`src/rtl/refill_arbiter_if.sv`:
```
// refill_arbiter_if
//   Bundle of signals between the refill arbiter, its requesters and the
//   memory refill port.
//   modport slave  : arbiter side (samples req/mem handshakes, drives
//                    grant/done/mem_req_valid/beat_idx/busy/err)
//   modport master : requester/memory side (the opposite directions)
//   Signals:
//     req[NUM_REQ]      level request per requester
//     grant[NUM_REQ]    one-hot owner of the refill port, zero when idle
//     done[NUM_REQ]     one-hot, one-cycle completion pulse to the owner
//     mem_req_valid     burst request to memory
//     mem_req_ready     memory accepts the burst request
//     mem_resp_valid    one data beat returned this cycle
//     beat_idx          index of the beat currently returning
//     busy              arbiter not idle
//     err               one-cycle abort pulse (watchdog builds only)
interface refill_arbiter_if #(
    parameter int unsigned NUM_REQ   = 4,
    parameter int unsigned BURST_LEN = 8
);
    localparam int unsigned BW = $clog2(BURST_LEN);

    logic [NUM_REQ-1:0] req;
    logic [NUM_REQ-1:0] grant;
    logic [NUM_REQ-1:0] done;
    logic               mem_req_valid;
    logic               mem_req_ready;
    logic               mem_resp_valid;
    logic [BW-1:0]      beat_idx;
    logic               busy;
    logic               err;

    modport slave (
        input  req, mem_req_ready, mem_resp_valid,
        output grant, done, mem_req_valid, beat_idx, busy, err
    );

    modport master (
        output req, mem_req_ready, mem_resp_valid,
        input  grant, done, mem_req_valid, beat_idx, busy, err
    );
endinterface

```
`src/rtl/refill_arbiter.sv`:
```
// refill_arbiter
//   Round-robin arbiter granting one refill port to NUM_REQ requesters.
//   Each grant runs one memory burst: address handshake, BURST_LEN data
//   beats, then a one-cycle done pulse to the owner.
//   Ports:
//     clk     rising-edge clock
//     resetn  synchronous active-low reset
//     bus     refill_arbiter_if.slave (req, grant, done, mem_req_valid,
//             mem_req_ready, mem_resp_valid, beat_idx, busy, err)
//   Optional feature: define REFILL_ARBITER_TIMEOUT_EN to add a watchdog
//   that aborts a burst after TIMEOUT consecutive beat-less DATA cycles
//   and pulses err; without it err is tied low and DATA waits forever.
module refill_arbiter #(
    parameter int unsigned NUM_REQ   = 4,
    parameter int unsigned BURST_LEN = 8,
    parameter int unsigned TIMEOUT   = 255
) (
    input  logic            clk,
    input  logic            resetn,
    refill_arbiter_if.slave bus
);
    localparam int unsigned PW = $clog2(NUM_REQ);
    localparam int unsigned BW = $clog2(BURST_LEN);
    localparam logic [BW-1:0] LAST_BEAT = BW'(BURST_LEN - 1);
    localparam logic [PW-1:0] PTR_RST   = PW'(NUM_REQ - 1);

    if (NUM_REQ < 2 || NUM_REQ > 16 || BURST_LEN < 2 || BURST_LEN > 16 ||
        (BURST_LEN & (BURST_LEN - 1)) != 0 || TIMEOUT == 0) begin : g_cfg_check
        $error("refill_arbiter: unsupported parameter set");
    end

    typedef enum logic [1:0] {IDLE, ADDR, DATA, DONE} state_e;

    state_e             state_q;
    logic [PW-1:0]      ptr_q;
    logic [PW-1:0]      owner_q;
    logic [BW-1:0]      cnt_q;
    logic [NUM_REQ-1:0] grant_q;
    logic [NUM_REQ-1:0] done_q;
    logic               mem_req_valid_q;
    logic               busy_q;

`ifdef REFILL_ARBITER_TIMEOUT_EN
    localparam int unsigned WW = $clog2(TIMEOUT + 1);
    localparam logic [WW-1:0] WD_LAST = WW'(TIMEOUT - 1);
    logic [WW-1:0] wd_q;
    logic          err_q;
`endif

    // Round-robin pick: first requester above ptr, else lowest overall.
    logic [NUM_REQ-1:0] win_oh;
    logic [PW-1:0]      win_idx;
    logic               win_found;

    always_comb begin
        win_oh    = '0;
        win_idx   = '0;
        win_found = 1'b0;
        for (int unsigned i = 0; i < NUM_REQ; i++) begin
            if (!win_found && bus.req[i] && (PW'(i) > ptr_q)) begin
                win_oh[i] = 1'b1;
                win_idx   = PW'(i);
                win_found = 1'b1;
            end
        end
        for (int unsigned i = 0; i < NUM_REQ; i++) begin
            if (!win_found && bus.req[i]) begin
                win_oh[i] = 1'b1;
                win_idx   = PW'(i);
                win_found = 1'b1;
            end
        end
    end

    always_ff @(posedge clk) begin
        if (!resetn) begin
            state_q         <= IDLE;
            ptr_q           <= PTR_RST;
            owner_q         <= '0;
            cnt_q           <= '0;
            grant_q         <= '0;
            done_q          <= '0;
            mem_req_valid_q <= 1'b0;
            busy_q          <= 1'b0;
`ifdef REFILL_ARBITER_TIMEOUT_EN
            wd_q            <= '0;
            err_q           <= 1'b0;
`endif
        end else begin
            done_q <= '0;
`ifdef REFILL_ARBITER_TIMEOUT_EN
            err_q  <= 1'b0;
`endif
            case (state_q)
                IDLE: begin
                    if (win_found) begin
                        grant_q         <= win_oh;
                        owner_q         <= win_idx;
                        mem_req_valid_q <= 1'b1;
                        busy_q          <= 1'b1;
                        state_q         <= ADDR;
                    end
                end
                ADDR: begin
                    if (bus.mem_req_ready) begin
                        mem_req_valid_q <= 1'b0;
                        cnt_q           <= '0;
`ifdef REFILL_ARBITER_TIMEOUT_EN
                        wd_q            <= '0;
`endif
                        state_q         <= DATA;
                    end
                end
                DATA: begin
                    if (bus.mem_resp_valid) begin
                        // Counter wraps to 0 on the last beat (BURST_LEN is a
                        // power of two), so beat_idx reads 0 again in DONE.
                        cnt_q <= cnt_q + BW'(1);
`ifdef REFILL_ARBITER_TIMEOUT_EN
                        wd_q  <= '0;
`endif
                        if (cnt_q == LAST_BEAT) begin
                            done_q  <= grant_q;
                            state_q <= DONE;
                        end
                    end
`ifdef REFILL_ARBITER_TIMEOUT_EN
                    else if (wd_q == WD_LAST) begin
                        // Abandon the burst: no done pulse, owner still
                        // moves to the back of the rotation.
                        err_q   <= 1'b1;
                        grant_q <= '0;
                        ptr_q   <= owner_q;
                        cnt_q   <= '0;
                        wd_q    <= '0;
                        busy_q  <= 1'b0;
                        state_q <= IDLE;
                    end else begin
                        wd_q <= wd_q + WW'(1);
                    end
`endif
                end
                DONE: begin
                    ptr_q   <= owner_q;
                    grant_q <= '0;
                    cnt_q   <= '0;
                    busy_q  <= 1'b0;
                    state_q <= IDLE;
                end
                default: begin
                    state_q <= IDLE;
                end
            endcase
        end
    end

    assign bus.grant         = grant_q;
    assign bus.done          = done_q;
    assign bus.mem_req_valid = mem_req_valid_q;
    assign bus.beat_idx      = cnt_q;
    assign bus.busy          = busy_q;
`ifdef REFILL_ARBITER_TIMEOUT_EN
    assign bus.err           = err_q;
`else
    assign bus.err           = 1'b0;
`endif
endmodule

```
`src/flat_wrapper.sv`:
```
// flat-port wrapper written by rule: the top's interface ports become plain ports
module refill_arbiter_flat 
#(
    parameter int unsigned NUM_REQ   = 4,
    parameter int unsigned BURST_LEN = 8,
    parameter int unsigned TIMEOUT   = 255
)
  (clk, resetn, bus_req, bus_mem_req_ready, bus_mem_resp_valid, bus_grant, bus_done, bus_mem_req_valid, bus_beat_idx, bus_busy, bus_err);
  refill_arbiter_if #(.NUM_REQ(NUM_REQ), .BURST_LEN(BURST_LEN)) bus_i ();
  input  logic clk;
  input  logic resetn;
  input wire logic [$bits(bus_i.req)-1:0] bus_req;
  input wire logic [$bits(bus_i.mem_req_ready)-1:0] bus_mem_req_ready;
  input wire logic [$bits(bus_i.mem_resp_valid)-1:0] bus_mem_resp_valid;
  output wire logic [$bits(bus_i.grant)-1:0] bus_grant;
  output wire logic [$bits(bus_i.done)-1:0] bus_done;
  output wire logic [$bits(bus_i.mem_req_valid)-1:0] bus_mem_req_valid;
  output wire logic [$bits(bus_i.beat_idx)-1:0] bus_beat_idx;
  output wire logic [$bits(bus_i.busy)-1:0] bus_busy;
  output wire logic [$bits(bus_i.err)-1:0] bus_err;
  assign bus_i.req = bus_req;
  assign bus_i.mem_req_ready = bus_mem_req_ready;
  assign bus_i.mem_resp_valid = bus_mem_resp_valid;
  assign bus_grant = bus_i.grant;
  assign bus_done = bus_i.done;
  assign bus_mem_req_valid = bus_i.mem_req_valid;
  assign bus_beat_idx = bus_i.beat_idx;
  assign bus_busy = bus_i.busy;
  assign bus_err = bus_i.err;
  refill_arbiter #(.NUM_REQ(NUM_REQ), .BURST_LEN(BURST_LEN), .TIMEOUT(TIMEOUT)) u_core (.clk(clk), .resetn(resetn), .bus(bus_i));
endmodule
```
`config.mk`:
```
export PLATFORM = sky130hd
export DESIGN_NAME = refill_arbiter_flat
export DESIGN_NICKNAME = d
export VERILOG_FILES = /design/src/rtl/refill_arbiter_if.sv /design/src/rtl/refill_arbiter.sv /design/src/flat_wrapper.sv
export SDC_FILE = /design/constraint.sdc
export NUM_CORES = 1
export LEC_CHECK = 0
export CORE_ASPECT_RATIO = 1.25
export CORE_MARGIN = 4
export CORE_UTILIZATION = 50
export DETAILED_ROUTE_END_ITERATION = 6
export GPL_TIMING_DRIVEN = 1
export PLACE_DENSITY_LB_ADDON = 0.12
export SLEW_MARGIN = 20
export SYNTH_ARGS = -nofsm -noshare
export SYNTH_HDL_FRONTEND = slang
export SYNTH_SLANG_ARGS = --single-unit
```
`constraint.sdc`:
```
create_clock -name clk -period 3.55 [get_ports clk]
set_input_delay 0.71 -clock clk [delete_from_list [all_inputs] [get_ports clk]]
set_output_delay 0.71 -clock clk [all_outputs]
set_load 0.005 [all_outputs]
```
* Word level (Yosys, flattened, before mapping)
Cells that the tools add are included.
** Storage, ports and cells
- Register bits :: 19
- Input port bits :: 8
- Output and inout bits :: 14
- Word-level logic and storage cells :: 85
** Operators by class
- Add/subtract/negate cells :: 1
- $lt $le $gt $ge :: 4
- Equality and inequality tests :: 8
- Muxes and demuxes :: 36
- Reductions and logical operators :: 28
** Operators by type and width (count)
- $mux 2 :: 10
- $mux 1 :: 18
- $logic_and 1x1->1 :: 11
- $pmux 3 s3 :: 1
- $pmux 2 s4 :: 1
- $pmux 4 s2 :: 1
- $reduce_and 4->1 :: 2
- $logic_not 1->1 :: 7
- $mux 3 :: 2
- $reduce_and 3->1 :: 2
- $eq 2x2->1 const B :: 2
- $gt 1x2->1 const A :: 2
- $gt 2x2->1 const A :: 2
- $mux 4 :: 1
- $ne 2x1->1 const B :: 2
- $ne 2x2->1 const B :: 2
- $pmux 1 s2 :: 2
- $reduce_and 2->1 :: 2
- $reduce_bool 2->1 :: 2
- $add 3x1->3 const B :: 1
- $eq 3x3->1 const B :: 1
- $reduce_bool 3->1 :: 1
- $eq 2x1->1 const B :: 1
- $logic_not 2->1 :: 1

* Logic depth before layout (Yosys ltp)
Gate-level depths: netlist of the first run.
- Depth after elaboration :: 29
- Gate-level depth with buffers :: 6
- Gate-level depth less buffers :: 6

* Worst setup path before layout of the first run
OpenSTA, ideal clock, no wires.
- Path type :: input to register
- Start point :: input port bus_req[2]
- End point :: register u_core.owner_q[0]
- Data arrival time :: 1.758 ns
- Required time :: 3.431 ns
- Path slack :: 1.673 ns
- Stages :: 4
- Buffers on the path :: 1
- Cell sequence :: buf_2 or4_4 and2_4 o221a_1
** Between the ends
- Longest elaborated chain between the ends :: 20
** RTL lines
- start: declaration :: line flat_wrapper.sv:12 : input wire logic [$bits(bus_i.req)-1:0] bus_req;
- $logic_and 1x1->1 (2 in a row) :: line refill_arbiter.sv:60 : if (!win_found && bus.req[i] && (PW'(i) > ptr_q)) begin
- $mux 1 :: line refill_arbiter.sv:60
- $logic_not 1->1 :: line refill_arbiter.sv:60
- $logic_and 1x1->1 (2 in a row) :: line refill_arbiter.sv:60
- $mux 1 :: line refill_arbiter.sv:60
- $logic_not 1->1 :: line refill_arbiter.sv:67 : if (!win_found && bus.req[i]) begin
- $logic_and 1x1->1 :: line refill_arbiter.sv:67
- $mux 1 :: line refill_arbiter.sv:67
- [2 not listed]
- $mux 1 :: line refill_arbiter.sv:67
- $logic_not 1->1 :: line refill_arbiter.sv:67
- $logic_and 1x1->1 :: line refill_arbiter.sv:67
- $mux 1 :: line refill_arbiter.sv:67
- $logic_not 1->1 :: line refill_arbiter.sv:67
- $logic_and 1x1->1 :: line refill_arbiter.sv:67
- $mux 1 :: line refill_arbiter.sv:67
- $reduce_and 2->1 (no line)
- end signal: assignment :: line refill_arbiter.sv:98 : owner_q <= win_idx;
- end: declaration :: line refill_arbiter.sv:36 : logic [PW-1:0] owner_q;
Several ways; a longest one is shown, not always the timed one.
A chain may end at the register's enable or synchronous reset.

* Final worst setup path of the first run
- Start point :: input port bus_req[1]
- End point :: register u_core.owner_q[0]
** Between the ends
- Longest elaborated chain between the ends :: 24
** RTL lines (line)
- $logic_and 1x1->1 (2 in a row) :: refill_arbiter.sv:60
- $mux 1 :: refill_arbiter.sv:60
- $logic_not 1->1 :: refill_arbiter.sv:60
- $logic_and 1x1->1 (2 in a row) :: refill_arbiter.sv:60
- $mux 1 :: refill_arbiter.sv:60
- $logic_not 1->1 :: refill_arbiter.sv:60
- $logic_and 1x1->1 (2 in a row) :: refill_arbiter.sv:60
- $mux 1 :: refill_arbiter.sv:60
- [5 not listed]
- $mux 1 :: refill_arbiter.sv:67
- $logic_not 1->1 :: refill_arbiter.sv:67
- $logic_and 1x1->1 :: refill_arbiter.sv:67
- $mux 1 :: refill_arbiter.sv:67
- $logic_not 1->1 :: refill_arbiter.sv:67
- $logic_and 1x1->1 :: refill_arbiter.sv:67
- $mux 1 :: refill_arbiter.sv:67
- $reduce_and 2->1 (no line)
Several ways; a longest one is shown, not always the timed one.

==> results.md, run 1 <==
* Pre-antenna DRT Iters at 4
* PnR worst setup slack at 1.44 ns
* Global-route wire length before repair at 3460 um
* Period utilization at 59.4%
* Critical Path RT at 3.75 ns
* Placement Setup Slack at 1.14 ns
* Max-slew violation count at 0
* Core Util, Final at 66.1%
* Worst slew pin tran at 0.514 ns
* Min Tclk post-route at 2.11 ns
* Die W at 48.2 um
* Synthesized area at 0.00101 sq mm
* IO Count at 22
* Vias/cell at 5.68
* DRC Markers at 0
* Max Clock Skew at 0.00255 ns
* Reg area at 380 sq um
* Commonest non-fill, non-tap cells in the layout: clkdlybuf4s50_1 (20), dfxtp_1 (19), nand2_1 (8), nor2b_1 (8), ha_1 (7)
* Root buffer cell: clkbuf_4
* Largest net degree at the start of global routing at 17
* Clk slew on worst S/H paths at 0.10 ns
* Postcts setup bufs at 0
* Initial antenna violation count at 0
* Hold Buf Count CTS at 0
* Core area at 0.00185 sq mm
* RePlAce Congestion at 0.806
* Post-route ant nets at 0
* Grt ovf at 0
* Die area at 0.00280 sq mm
* H-tree Lvls at 1
* Die height at 58.2 um
* Max capacitance violation total at 0
* Via count at 852
* FP Rows at 17
* RSZ-0062 raised after global routing: false
* Vias in the first global route at 813
* Drt first-iter violations at 25
* Seq/Total Area, Yosys at 37.7%
* DP Area at 0.00120 sq mm
* Ys flop type: dfxtp_1
* Post-synthesis net count at 128
* Peak supply drop at 0.361 mV
* Hold crit path type: flop to flop
* Clock sink count at 19
* Clock insertion delay at the later pin of the skew report at 0.29 ns
* Count of cell types in the netlist at 39
* Setup crit end kind: flop
* Leak at 0.469 nW
* Final hold violations at 0
* Layout Nets at 147
* Final instance area at 0.00122 sq mm
* Layout fillers at 170
* Fmax at 0.474 GHz
* Setup TNS at 0 ns
* Most common cell after layout, fill and taps aside: clkdlybuf4s50_1
* Starting Density at 54.5%
* Power density over the cells at 559 mW/mm^2
* Crit path DAT at 2.31 ns
* # setup viols final at 0
* WL per Instance at 13.2 um
* CTS Buffer Depth at 2
* Share of layout cells above drive strength 1 at 3.82%
* CP Launch Type: primary input
* Cells after Synth at 113
* Area delta synth->final at 21.2%
* Multi-input logic area at 577 sq um
* TritonCTS clock tree: built
* Post-Route WL at 1970 um
* Total Power at 683 uW
* Antenna cells at 0
* Status: finished, final reports clean
* Yosys warnings at 0
* Cts repair resizes at 0
* Slew headroom at 65.5%
* Crit Path Category: primary input to flop
* Synth async-reset ratio at 0%
* DP HPWL at 1480 um
* Post-synth EDFFs at 0
* Crit path max fanout at 9
* Total Routing Usage GR at 16.6%
* TritonCTS buffer count at 3
* Syn Area/Cell at 8.92 sq um
* Port bufs at 20
* Flop and latch count out of synthesis at 19
[cell families (layout without fill, tap and decap cells)]
logic type | after synthesis | count (layout) | synth area share [%]
compound gates | 31 | 31 | 22.1
fa+ha+maj | 7 | 7 | 8.68
buf+inv | 10 | 28 | 5.09
flops | 19 | 19 | 37.7
mux | 3 | 3 | 2.98
other cells | 1 | 1 | 0.372
simple gates | 42 | 42 | 23.1
[synth_stat cells (2+ instances only)]
library cell / instances / share of area, %
buf_2: 2 / 0.99
nand3_1: 2 / 0.99
o211ai_1: 2 / 1.5
nand2_1: 8 / 3.0
nor2_1: 6 / 2.2
mux2i_1: 3 / 3.0
o22ai_1: 2 / 1.2
nor3_1: 2 / 0.99
nor2b_1: 8 / 5.0
a32o_1: 2 / 2.0
o21ai_0: 5 / 2.5
dfxtp_1: 19 / 38
nand2b_1: 5 / 3.1
ha_1: 7 / 8.7
clkbuf_1: 2 / 0.74
a21boi_0: 2 / 1.5
a21boi_1: 4 / 3.0
and2_1: 6 / 3.7
inv_1: 4 / 1.5
a21oi_1: 3 / 1.5
[metal layers]
layer  up-vias  share of wire, %  track usage, %  routed length, um
li1        432                 -               -                  -
met5         -                 0               0                  0
met1       379                44            21.7                868
met3         4               6.7            3.73                133
met2        37                48            26.1                944
met4         0               1.3            5.77                 26
[state kept, by name, summed over array words and instances (netlist names)]
register and flops:
u_core.bus.beat_idx 3, u_core.owner_q 2, u_core.bus.busy 1, u_core.bus.mem_req_valid 1, u_core.state_q 2, u_core.bus.done 4
u_core.bus.grant 4, u_core.ptr_q 2
[area by class of cell]
class	count	area share, %
Multi-Input combinational cell	84	47.2
Tap cell	19	1.94
Timing Repair Buffer	20	16.4
Sequential cell	19	31.1
Inverter	4	1.23
Clock buffer	4	2.15
[worst paths after layout]
kind,from,end,slack [ns],depth (start not counted)
hold / removal,u_core.bus.grant[2],u_core.bus.done[2],0.49,1
hold reg to reg,u_core.bus.grant[2],u_core.bus.done[2],0.49,1
setup / recovery,bus_req[1],u_core.owner_q[0],1.44,4
setup reg to reg,u_core.state_q[1],u_core.bus.beat_idx[0],1.81,6
[power breakdown]
group	total (mW)	internal [mW]	switching (mW)
Sequential	0.295	0.258	0.0371
Clock	0.109	0.0438	0.0652
Combinational	0.279	0.144	0.136
[per-stage QoR]
stage	cells	hold WS [ns]
global route	150	0.515
detailed placement	146	0.463
finish	150	0.486
global placement	146	0.464
CTS	150	0.493
floorplan	113	0.443
[critical path, cell delays in order]
cell             delay (ns)
clkdlybuf4s50_1        0.56
or4_4                  0.62
and2_4                 0.19
o221a_1                0.23
Note: power is estimated with default switching activity, not from simulation.
==> inputs of run 2 (changes only) <==
--- a/config.mk
+++ b/config.mk
@@ -7,7 +7,7 @@
 export LEC_CHECK = 0
 export CORE_ASPECT_RATIO = 1.25
 export CORE_MARGIN = 4
-export CORE_UTILIZATION = 50
+export CORE_UTILIZATION = 49
 export DETAILED_ROUTE_END_ITERATION = 6
 export GPL_TIMING_DRIVEN = 1
 export PLACE_DENSITY_LB_ADDON = 0.12
==> constraint.sdc (replaced) <==
create_clock -name clk -period 2.2 [get_ports clk]
set_input_delay 0.44 -clock clk [delete_from_list [all_inputs] [get_ports clk]]
set_output_delay 0.44 -clock clk [all_outputs]
set_load 0.005 [all_outputs]
==> run 2 against run 1 <==
Against the previous run: combinational power grew 64%; highest routed layer unchanged; critical path type unchanged; critical path depth grew 2; via count up 4.7%; total power up 61%.
==> results.md, run 2 (same netlist as run 1, synthesis figures left out) <==
* Max Clock Skew at 0.00195 ns (-0.000605 ns)
* Die W at 48.6 um (+0.84%)
* CTS Buffer Depth at 2 (unchanged)
* Core Util, Final at 64.0% (-2.1 points)
* Final instance area at 0.00125 sq mm (+2.6%)
* Min Tclk post-route at 1.80 ns
* Total Power at 1.10 mW (+61%)
* Hold Buf Count CTS at 0 (unchanged)
* Setup TNS at 0 ns (unchanged)
* Die height at 58.7 um (+0.88%)
* Crit path DAT at 2.03 ns (-0.28 ns)
* Max capacitance violation total at 0 (unchanged)
* Core area at 0.00196 sq mm (+5.9%)
* Drt first-iter violations at 11 (-56%)
* Grt ovf at 0 (unchanged)
* DRC Markers at 0 (unchanged)
* Post-Route WL at 2100 um (+6.3%)
* Area delta synth->final at 24.3%
* Placement Setup Slack at 0.129 ns (-1.01 ns)
* Starting Density at 51.5% (-3.0 points)
* Hold crit path type: flop to flop
* PnR worst setup slack at 0.401 ns (-1.04 ns)
* Status: finished, final reports clean
* IO Count at 22 (unchanged)
* Clk slew on worst S/H paths at 0.10 ns (about the same)
* Layout Nets at 151 (+2.7%)
* Max-slew violation count at 0 (unchanged)
* Via count at 892 (+4.7%)
* Cts repair resizes at 0 (unchanged)
* Share of layout cells above drive strength 1 at 6.67% (+2.8 points)
* # setup viols final at 0 (unchanged)
* Root buffer cell: clkbuf_4
* Leak at 0.489 nW (+4.1%)
* Commonest non-fill, non-tap cells in the layout: clkdlybuf4s50_1 (20), dfxtp_1 (19), nand2_1 (8), nor2b_1 (8), ha_1 (7)
* Clock insertion delay at the later pin of the skew report at 0.29 ns (about the same)
* H-tree Lvls at 1 (unchanged)
* Vias in the first global route at 803 (-1.2%)
* Clock sink count at 19 (unchanged)
* Vias/cell at 5.75 (+1.3%)
* Initial antenna violation count at 0 (unchanged)
* Die area at 0.00285 sq mm (+1.7%)
* Crit path max fanout at 7 (-2)
* Post-route ant nets at 0 (unchanged)
* RSZ-0062 raised after global routing: false
* Crit Path Category: primary input to flop
* Port bufs at 20 (unchanged)
* DP HPWL at 1650 um (+11%)
* Final hold violations at 0 (unchanged)
* Postcts setup bufs at 0 (unchanged)
* Total Routing Usage GR at 15.7% (-0.99 points)
* WL per Instance at 13.5 um (+2.9%)
* TritonCTS buffer count at 3 (unchanged)
* Peak supply drop at 0.687 mV (+90%)
* Largest net degree at the start of global routing at 17 (unchanged)
* DP Area at 0.00123 sq mm (+2.6%)
* Critical Path RT at 2.43 ns (-1.32 ns)
* Pre-antenna DRT Iters at 4 (unchanged)
* Antenna cells at 0 (unchanged)
* Most common cell after layout, fill and taps aside: clkdlybuf4s50_1
* Power density over the cells at 879 mW/mm^2 (+57%)
* Fmax at 0.556 GHz
* Setup crit end kind: flop
* Global-route wire length before repair at 3510 um (+1.4%)
* Period utilization at 81.8%
* FP Rows at 18 (+1)
* TritonCTS clock tree: built
* RePlAce Congestion at 0.843 (+4.7%)
* CP Launch Type: primary input
## run 2: cell types whose count changed in the layout (fill, tap and decap cells not counted), sizes merged
| cell | delta |
|---|---|
| buf | +4 |
## run 2: power breakdown
group	leakage (nW)	switching, mW	internal [mW]
registers	0.155	0.0607	0.417
logic	0.319	0.212	0.246
clock network	0.0150	0.0955	0.0704
## run 2: layout make-up
cell class / instances / area, sq um
Fill cell: 180 / 706
Sequential cell: 19 / 380
Inverter: 4 / 15.0
Multi-Input combinational cell: 84 / 577
Tap cell: 20 / 25.0
Clock buffer: 4 / 26.3
Timing Repair Buffer: 24 / 230
## run 2: worst paths after layout
path | depth (start not counted) | from | slack (ns) | to
hold / removal | 2 | u_core.bus.mem_req_valid | 0.48 | u_core.bus.mem_req_valid
hold reg to reg | 2 | u_core.bus.mem_req_valid | 0.48 | u_core.bus.mem_req_valid
setup reg to reg | 5 | u_core.state_q[0] | 0.60 | u_core.state_q[1]
setup / recovery | 6 | bus_req[2] | 0.40 | u_core.bus.grant[3]
## run 2: worst max-delay path, cell delays in order
cell and delay [ns]:
clkdlybuf4s50_1 0.46, buf_4 0.19, nor4_1 0.38, and2_1 0.27
o21a_1 0.16, a32o_1 0.13
## run 2: metrics by stage
| step | instances | hold WS, ns |
|---|---|---|
| after CTS | 155 | 0.488 |
| after floorplan | 113 | 0.443 |
| after detailed placement | 151 | 0.467 |
| final | 155 | 0.480 |
| after global routing | 155 | 0.510 |
| after global placement | 151 | 0.462 |
## run 2: routing by layer
layer | vias up | wire, um | track usage (%)
met3 | 2 | 140 | 3.80
met2 | 31 | 1100 | 29.3
met4 | 0 | 15 | 6.92
li1 | 447 | - | -
met1 | 412 | 844 | 16.4
met5 | - | 0 | 0
==> inputs of run 3 (changes only) <==
--- a/config.mk
+++ b/config.mk
@@ -7,7 +7,7 @@
 export LEC_CHECK = 0
 export CORE_ASPECT_RATIO = 1.25
 export CORE_MARGIN = 4
-export CORE_UTILIZATION = 49
+export CORE_UTILIZATION = 44
 export DETAILED_ROUTE_END_ITERATION = 6
 export GPL_TIMING_DRIVEN = 1
 export PLACE_DENSITY_LB_ADDON = 0.12
==> constraint.sdc (replaced) <==
create_clock -name clk -period 1.62 [get_ports clk]
set_input_delay 0.324 -clock clk [delete_from_list [all_inputs] [get_ports clk]]
set_output_delay 0.324 -clock clk [all_outputs]
set_load 0.005 [all_outputs]
==> run 3 against run 2 <==
Against the previous run: routed wire length fell by 3.3%; critical path type unchanged; final area rose by 7.9%; final cell count rose by 14%; via count rose by 0.56%; critical endpoint is now u_core.owner_q[0]; combinational power rose by 50%; die area rose by 9.6%; sequential cell count did not move; total power rose by 42%.
==> results.md, run 3 (same netlist as run 1, synthesis figures left out) <==
* Leak at 0.540 nW (+11%)
* DP Area at 0.00132 sq mm (+7.2%)
* DP HPWL at 1650 um (about the same)
* Period utilization at 96.7%
* RePlAce Congestion at 0.746 (-12%)
* Seq pwr share at 41.5% (-1.8 points)
* PnR worst setup slack at 0.0529 ns (-0.348 ns)
* Die area at 0.00313 sq mm (+9.6%)
* Crit path max fanout at 4 (-3)
* Status: finished, final reports clean
* Largest net degree at the start of global routing at 13 (-4)
* Max-slew violation count at 0 (unchanged)
* Pre-antenna DRT Iters at 3 (-1)
* Port bufs at 20 (unchanged)
* DRC Markers at 0 (unchanged)
* Antenna cells at 0 (unchanged)
* Layout Nets at 161 (+6.6%)
* Placement Setup Slack at -0.253 ns (-0.382 ns)
* Grt ovf at 0 (unchanged)
* H-tree Lvls at 1 (unchanged)
* Core Util, Final at 61.8% (-2.1 points)
* Starting Density at 46.1% (-5.4 points)
* Vias/cell at 5.10 (-11%)
* Clock Power Share at 14.4% (-0.7 points)
* Drt first-iter violations at 8 (-3)
* Max Clock Skew at 0.00468 ns (+0.00274 ns)
* Share of layout cells above drive strength 1 at 15.2% (+8.5 points)
* Sw Ratio at 33.1% (-0.33 points)
* Clk slew on worst S/H paths at 0.10 ns (about the same)
* Internal at 1.04 mW (+42%)
* Final hold violations at 0 (unchanged)
* Clock sink count at 19 (unchanged)
* Final instance area at 0.00135 sq mm (+7.9%)
* CP Launch Type: primary input
* Area delta synth->final at 34.1%
* Root buffer cell: clkbuf_4
* Peak supply drop at 0.834 mV (+21%)
* Total Power at 1.56 mW (+42%)
* Die W at 50.8 um (+4.6%)
* Total Routing Usage GR at 15.0% (-0.62 points)
* Post-route ant nets at 0 (unchanged)
* Power density over the cells at 1150 mW/mm^2 (+31%)
* # placed instances at 172 (+14%)
* Vias in the first global route at 842 (+4.9%)
* Hold crit path type: flop to flop
* Clock insertion delay at the later pin of the skew report at 0.28 ns (about the same)
* Final hold slack at 0.482 ns (+0.00215 ns)
* TritonCTS clock tree: built
* Setup TNS at 0 ns (unchanged)
* Logic gate share of total power at 44.1% (+2.5 points)
* TritonCTS buffer count at 3 (unchanged)
* Setup crit end kind: flop
* Die height at 61.5 um (+4.8%)
* CTS Buffer Depth at 2 (unchanged)
* FP Rows at 19 (+1)
* Core area at 0.00219 sq mm (+12%)
* Fmax at 0.638 GHz
* Via count at 897 (+0.56%)
* Most common cell after layout, fill and taps aside: clkdlybuf4s50_1
* Min Tclk post-route at 1.57 ns
* RSZ-0062 raised after global routing: false
* Critical Path RT at 1.80 ns (-0.63 ns)
* Global-route wire length before repair at 3530 um (+0.77%)
* Post-Route WL at 2030 um (-3.3%)
* WL per Instance at 11.5 um (-15%)
* Commonest non-fill, non-tap cells in the layout: clkdlybuf4s50_1 (20), dfxtp_1 (18), buf_4 (14)
* Crit Path Category: primary input to flop
* Initial antenna violation count at 0 (unchanged)
* Net load switching power at 517 uW (+40%)
* Max capacitance violation total at 0 (unchanged)
* # setup viols final at 0 (unchanged)
* Postcts setup bufs at 0 (unchanged)
* Final non-filler cell total at 176 (+14%)
* IO Count at 22 (unchanged)
* Crit path DAT at 1.75 ns (-0.28 ns)
-- run 3: cell type report --
class / instances / area, sq um
fillers: 208 / 835
repair buffers: 34 / 305
well taps: 31 / 38.8
inverters: 4 / 15.0
multi-input cells: 84 / 586
clock buffers: 4 / 26.3
flip-flops and latches: 19 / 382
-- run 3: layer usage --
| layer | track usage [%] | vias up | wire length (um) |
|---|---|---|---|
| met5 | 0 | - | 0 |
| met3 | 3.63 | 2 | 71 |
| met4 | 5.77 | 0 | 17 |
| li1 | - | 466 | - |
| met2 | 28.7 | 16 | 1050 |
| met1 | 16.0 | 413 | 892 |
-- run 3: power by group through the flow --
stage,clock [mW],combinational [mW],sequential (mW)
after CTS,0.238,0.687,0.647
after global placement,0,0.671,0.649
after floorplan,0,0.416,0.638
after global routing,0.266,0.764,0.662
final,0.225,0.689,0.648
after detailed placement,0,0.683,0.658
-- run 3: worst max-delay path: stages --
cell             delay, ns
clkdlybuf4s50_1       0.46
or4_4                 0.54
and2_4                0.19
o221a_1               0.24
-- run 3: final timing paths --
| kind | start | to | slack, ns | cells after the start |
|---|---|---|---|---|
| max | bus_req[2] | u_core.owner_q[0] | 0.05 | 4 |
| min | u_core.bus.mem_req_valid | u_core.bus.mem_req_valid | 0.48 | 2 |
| max reg2reg | u_core.state_q[0] | u_core.bus.beat_idx[0] | 0.11 | 7 |
| min reg2reg | u_core.bus.mem_req_valid | u_core.bus.mem_req_valid | 0.48 | 2 |
-- run 3: repair_timing --
item,4_1_cts,5_1_grt
resized for setup,0,4
hold buffers,0,0
endpoints found under the setup margin,0,4
==> RTL change 1, RTL diff (config.mk and constraints of run 2) <==
`BURST_LEN` is set to 8 in 3 places; all go to 16.
--- a/src/rtl/refill_arbiter_if.sv
+++ b/src/rtl/refill_arbiter_if.sv
@@ -18,3 +18,3 @@
     parameter int unsigned NUM_REQ   = 4,
-    parameter int unsigned BURST_LEN = 8
+    parameter int unsigned BURST_LEN = 16
 );
--- a/src/rtl/refill_arbiter.sv
+++ b/src/rtl/refill_arbiter.sv
@@ -14,3 +14,3 @@
     parameter int unsigned NUM_REQ   = 4,
-    parameter int unsigned BURST_LEN = 8,
+    parameter int unsigned BURST_LEN = 16,
     parameter int unsigned TIMEOUT   = 255
--- a/src/flat_wrapper.sv
+++ b/src/flat_wrapper.sv
@@ -4,3 +4,3 @@
     parameter int unsigned NUM_REQ   = 4,
-    parameter int unsigned BURST_LEN = 8,
+    parameter int unsigned BURST_LEN = 16,
     parameter int unsigned TIMEOUT   = 255
Ports: changed (resized bus_beat_idx); port bits go from 22 to 23. No check against the original RTL was run, so the function may have changed too.
==> RTL change 1 against run 2 <==
- critical path depth is 5 lower
- utilization is 0.15 points higher
- die area is 8.2% higher
- wire length is 6.8% higher
- worst setup slack better by 0.12 ns
- sequential cell count is 1 higher
- power is 15% higher
- cell area is 12% higher
- area after synthesis is 9.7% higher
- largest cell class unchanged
==> RTL change 1: results (changes against run 2) <==
Run status
  – Status: finished clean (unchanged)

Worst setup path
  – Launch point of the worst path: u_core.bus.beat_idx[0] (was bus_req[2])
  – Arr. time, crit path: 1.24 ns (was 2.03 ns)
  – Reg2reg end: u_core.bus.beat_idx[1] (was u_core.state_q[1])
  – CP max-delay cell: clkdlybuf4s50_1 (unchanged)
  – Critical Path Sink: bus_beat_idx[0] (was u_core.bus.grant[3])
  – Worst reg-to-reg path cell count: 6 (was 5)
  – Delay of the slowest critical-path stage: 0.53 ns (was 0.46 ns)
  – Worst R2R Start: u_core.state_q[0] (unchanged)
  – CP max FO: 5 (was 7)
  – Reg2Reg Setup Slack: 0.53 ns (was 0.60 ns)

Logic synthesis
  – Netlist cell types: 41 (was 39)
  – Synth async-reset ratio: 0% (unchanged)
  – Post-synthesis sequential area ratio: 36.2% (was 37.7%)
  – Synth area leaders: dfxtp_1 (36%), ha_1 (6.8%), nand2_1 (4.1%), nor2b_1 (4.0%), a21oi_1 (2.7%) (was dfxtp_1 (38%), ha_1 (8.7%), nor2b_1 (5.0%), and2_1 (3.7%), nand2b_1 (3.1%))
  – Syn nets: 141 (was 128)
  – Top cells by count, synth: dfxtp_1 (20), nand2_1 (12), nor2_1 (8) (was dfxtp_1 (19), nand2_1 (8), nor2b_1 (8))

Route
  – Routed vias: 970 (was 892)
  – DRT iter0 DRCs: 25 (was 11)
  – Drt first pass iters: 5 (was 4)
  – WL/cell: 12.4 um (was 13.5 um)

STA
  – Final Skew: 0.00308 ns (was 0.00195 ns)

Placement
  – HPWL after DPL: 1750 um (was 1650 um)
  – Port bufs: 21 (was 20)
  – Final GP Congestion: 0.786 (was 0.843)

GRT
  – Largest net degree at the start of global routing: 15 (was 17)
  – Initial antenna violation count: 0 (unchanged)
  – Gr usage total: 16.4% (was 15.7%)
  – First-pass GRT wire length: 3870 um (was 3510 um)
  – Vias in the first global route: 907 (was 803)

Power
  – Leakage: 0.527 nW (was 0.489 nW)
  – Worst VDD drop: 0.569 mV (was 0.687 mV)

Worst hold path
  – Min-delay worst type: register to register (unchanged)

Final layout
  – Share of cells above drive strength 1: 8.72% (was 6.67%)
  – Fillers: 206 (was 180)
  – Nets: 164 (was 151)

Clock network
  – Worst-path clk slew: 0.11 ns
[RTL change 1: layer usage]
| layer | up-vias | track usage, % | part of all wire [%] |
|---|---|---|---|
| li1 | 493 | - | - |
| met3 | 2 | 3.15 | 4.4 |
| met2 | 27 | 27.8 | 51 |
| met4 | 0 | 8.08 | 1.0 |
| met5 | - | 0 | 0 |
| met1 | 448 | 20.1 | 44 |
[RTL change 1: cell type report]
| cell class | instances | area (sq um) | area share (%) |
|---|---|---|---|
| clock buffer | 3 | 22.5 | 1.61 |
| tap | 31 | 38.8 | 2.77 |
| sequential | 20 | 400 | 28.5 |
| multi-input combinational | 95 | 648 | 46.2 |
| clock inverter | 1 | 30.0 | 2.14 |
| inverter | 4 | 15.0 | 1.07 |
| timing repair buffer | 26 | 248 | 17.7 |
[RTL change 1: kinds of logic (layout without fill, tap and decap cells)]
group | Yosys count | in the layout | synth area share [%]
AND/OR/NAND/NOR | 46 | 46 | 22.1
AO/OA/AOI/OAI | 36 | 36 | 23.1
flip-flops | 20 | 20 | 36.2
buffers and inverters | 12 | 34 | 5.20
adder cells (fa/ha/maj) | 6 | 6 | 6.79
multiplexers | 4 | 4 | 4.75
XOR/XNOR | 2 | 2 | 1.58
other | 1 | 1 | 0.339
[RTL change 1: worst min-delay path by stage]
stage / from / endpoint / slack [ns] / cells past startpoint
2_1_floorplan: u_core.owner_q[0] / u_core.ptr_q[0] / 0.44 / 2
3_3_place_gp: u_core.owner_q[1] / u_core.ptr_q[1] / 0.45 / 2
3_5_place_dp: u_core.owner_q[1] / u_core.ptr_q[1] / 0.45 / 2
4_1_cts: u_core.bus.grant[2] / u_core.bus.grant[2] / 0.48 / 2
5_1_grt: u_core.bus.grant[0] / u_core.bus.grant[0] / 0.51 / 2
6_report: u_core.bus.grant[2] / u_core.bus.grant[2] / 0.47 / 2
[RTL change 1: per-stage QoR]
| stage | total power, W | setup slack [ns] | instance area (sq um) | util, % | instances |
|---|---|---|---|---|---|
| 3_5_place_dp | 0.000975 | 0.228 | 1350 | 61.7 | 176 |
| 6_report | 0.00126 | 0.521 | 1400 | 64.1 | 180 |
| 3_3_place_gp | 0.000960 | 0.254 | 1350 | 61.7 | 176 |
| 5_1_grt | 0.00136 | 0.424 | 1400 | 64.1 | 180 |
| 2_1_floorplan | 0.000822 | 0.741 | 1110 | - | 127 |
| 4_1_cts | 0.00128 | 0.500 | 1400 | 64.1 | 180 |
[RTL change 1: report_power, final]
group	switching [W]	internal, W	leakage [nW]
clock	0.000115	0.000184	0.0279
combinational	0.000237	0.000245	0.336
sequential	0.0000536	0.000427	0.163
==> RTL change 2, RTL diff (config.mk and constraints of run 2) <==
Without the edit above. Encoding of `state_e`: now Gray code (2 bits for 4 states).
--- a/src/rtl/refill_arbiter.sv
+++ b/src/rtl/refill_arbiter.sv
@@ -31,3 +31,3 @@
 
-    typedef enum logic [1:0] {IDLE, ADDR, DATA, DONE} state_e;
+    typedef enum logic [1:0] {IDLE = 2'b00, ADDR = 2'b01, DATA = 2'b11, DONE = 2'b10} state_e;
 
Function: same outputs for any inputs over 10 cycles, from zero or initial values and one cycle with resetn low; not proved beyond that.
==> RTL change 2 against run 2 <==
- area after synthesis is 13% lower
- hold slack gained 0.00084 ns
- synthesized cell count shrank 6.2%
- worst setup slack better by 0.044 ns
- first-iteration DRC count increased by 82%
- count of clock-buffer cells in the layout unchanged
- global-route usage increased by 0.99 points
- register-to-register slack improved by 0.13 ns
- die area decreased by 11%
- sequential cell count unchanged
- cell area is 8.7% lower
- wire length is 11% lower
- critical path type unchanged
- largest cell class unchanged
Power is not compared: it rests on default switching activity, and its combinational part moved more than twofold at a synthesized area within 25%.
==> RTL change 2: results (changes against run 2) <==
Worst setup path
  – Worst R2R Start: u_core.ptr_q[0] (was u_core.state_q[0])
  – Worst reg-to-reg path cell count: 4 (was 5)
  – Delay of the slowest critical-path stage: 0.54 ns (was 0.46 ns)
  – Reg2Reg Setup Slack: 0.73 ns (was 0.60 ns)
  – Launch point of the worst path: bus_req[3] (was bus_req[2])
  – CP top delay family: simple AND/OR/NAND/NOR gates (was buffers and inverters)
  – CP max FO: 8 (was 7)

Placement
  – HPWL after DPL: 1370 um (was 1650 um)
  – Final GP Congestion: 0.923 (was 0.843)

Logic synthesis
  – Netlist cell types: 33 (was 39)
  – Post-synthesis sequential area ratio: 43.2% (was 37.7%)
  – Syn nets: 116 (was 128)
  – Top cells by count, synth: dfxtp_1 (19), nor2_1 (14), nand2_1 (11) (was dfxtp_1 (19), nand2_1 (8), nor2b_1 (8))
  – Synth area leaders: dfxtp_1 (43%), nor2_1 (6.0%), nand2_1 (4.7%), a21oi_1 (4.5%), a31oi_1 (3.6%) (was dfxtp_1 (38%), ha_1 (8.7%), nor2b_1 (5.0%), and2_1 (3.7%), nand2b_1 (3.1%))
  – Post-Synth Adder-Cell Area: 2.84% (was 8.68%)
  – Xor/xnor share of the synthesized area: 0.994% (was 0%)
  – Synth Area in Compound Gates: 19.9% (was 22.1%)

Run status
  – Status: finished clean (unchanged)

Worst hold path
  – Hold EP: u_core.bus.grant[3] (was u_core.bus.mem_req_valid)

Final layout
  – Share of cells above drive strength 1: 10.8% (was 6.67%)
  – Nets: 141 (was 151)

GRT
  – Gr usage total: 16.6% (was 15.7%)

Route
  – DRT iter0 DRCs: 20 (was 11)
  – Vias per cell: 5.57 (was 5.75)

STA
  – Hold_ws: 0.481 ns (was 0.480 ns)
[RTL change 2: changes by cell type after synthesis, sizes merged, moves of 4 or more]
cell	before	now
a21oi	3	8
nor2	6	14
ha	7	2
nor2b	8	1
a31oi	1	5
a21boi	6	0
[RTL change 2: per-stage QoR]
stage / total power, W / worst slack [ns] / util (%)
after floorplan: 0.000429 / 0.735 / -
after global placement: 0.000475 / 0.171 / 68.1
after detailed placement: 0.000476 / 0.139 / 68.1
after CTS: 0.000652 / 0.471 / 69.7
after global routing: 0.000680 / 0.407 / 69.7
final: 0.000646 / 0.445 / 69.7
[RTL change 2: layout make-up]
cell class / instances / area, sq um
multi-input cells: 77 / 459
inverters: 5 / 18.8
fillers: 131 / 497
well taps: 18 / 22.5
repair buffers: 25 / 238
clock buffers: 4 / 26.3
flip-flops and latches: 19 / 380
[RTL change 2: routing by layer]
metal | share of wire, % | global-route usage, %
met1 | 44 | 20.7
met5 | 0 | 0
met4 | 2.9 | 11.0
met2 | 47 | 24.4
met3 | 6.4 | 3.90
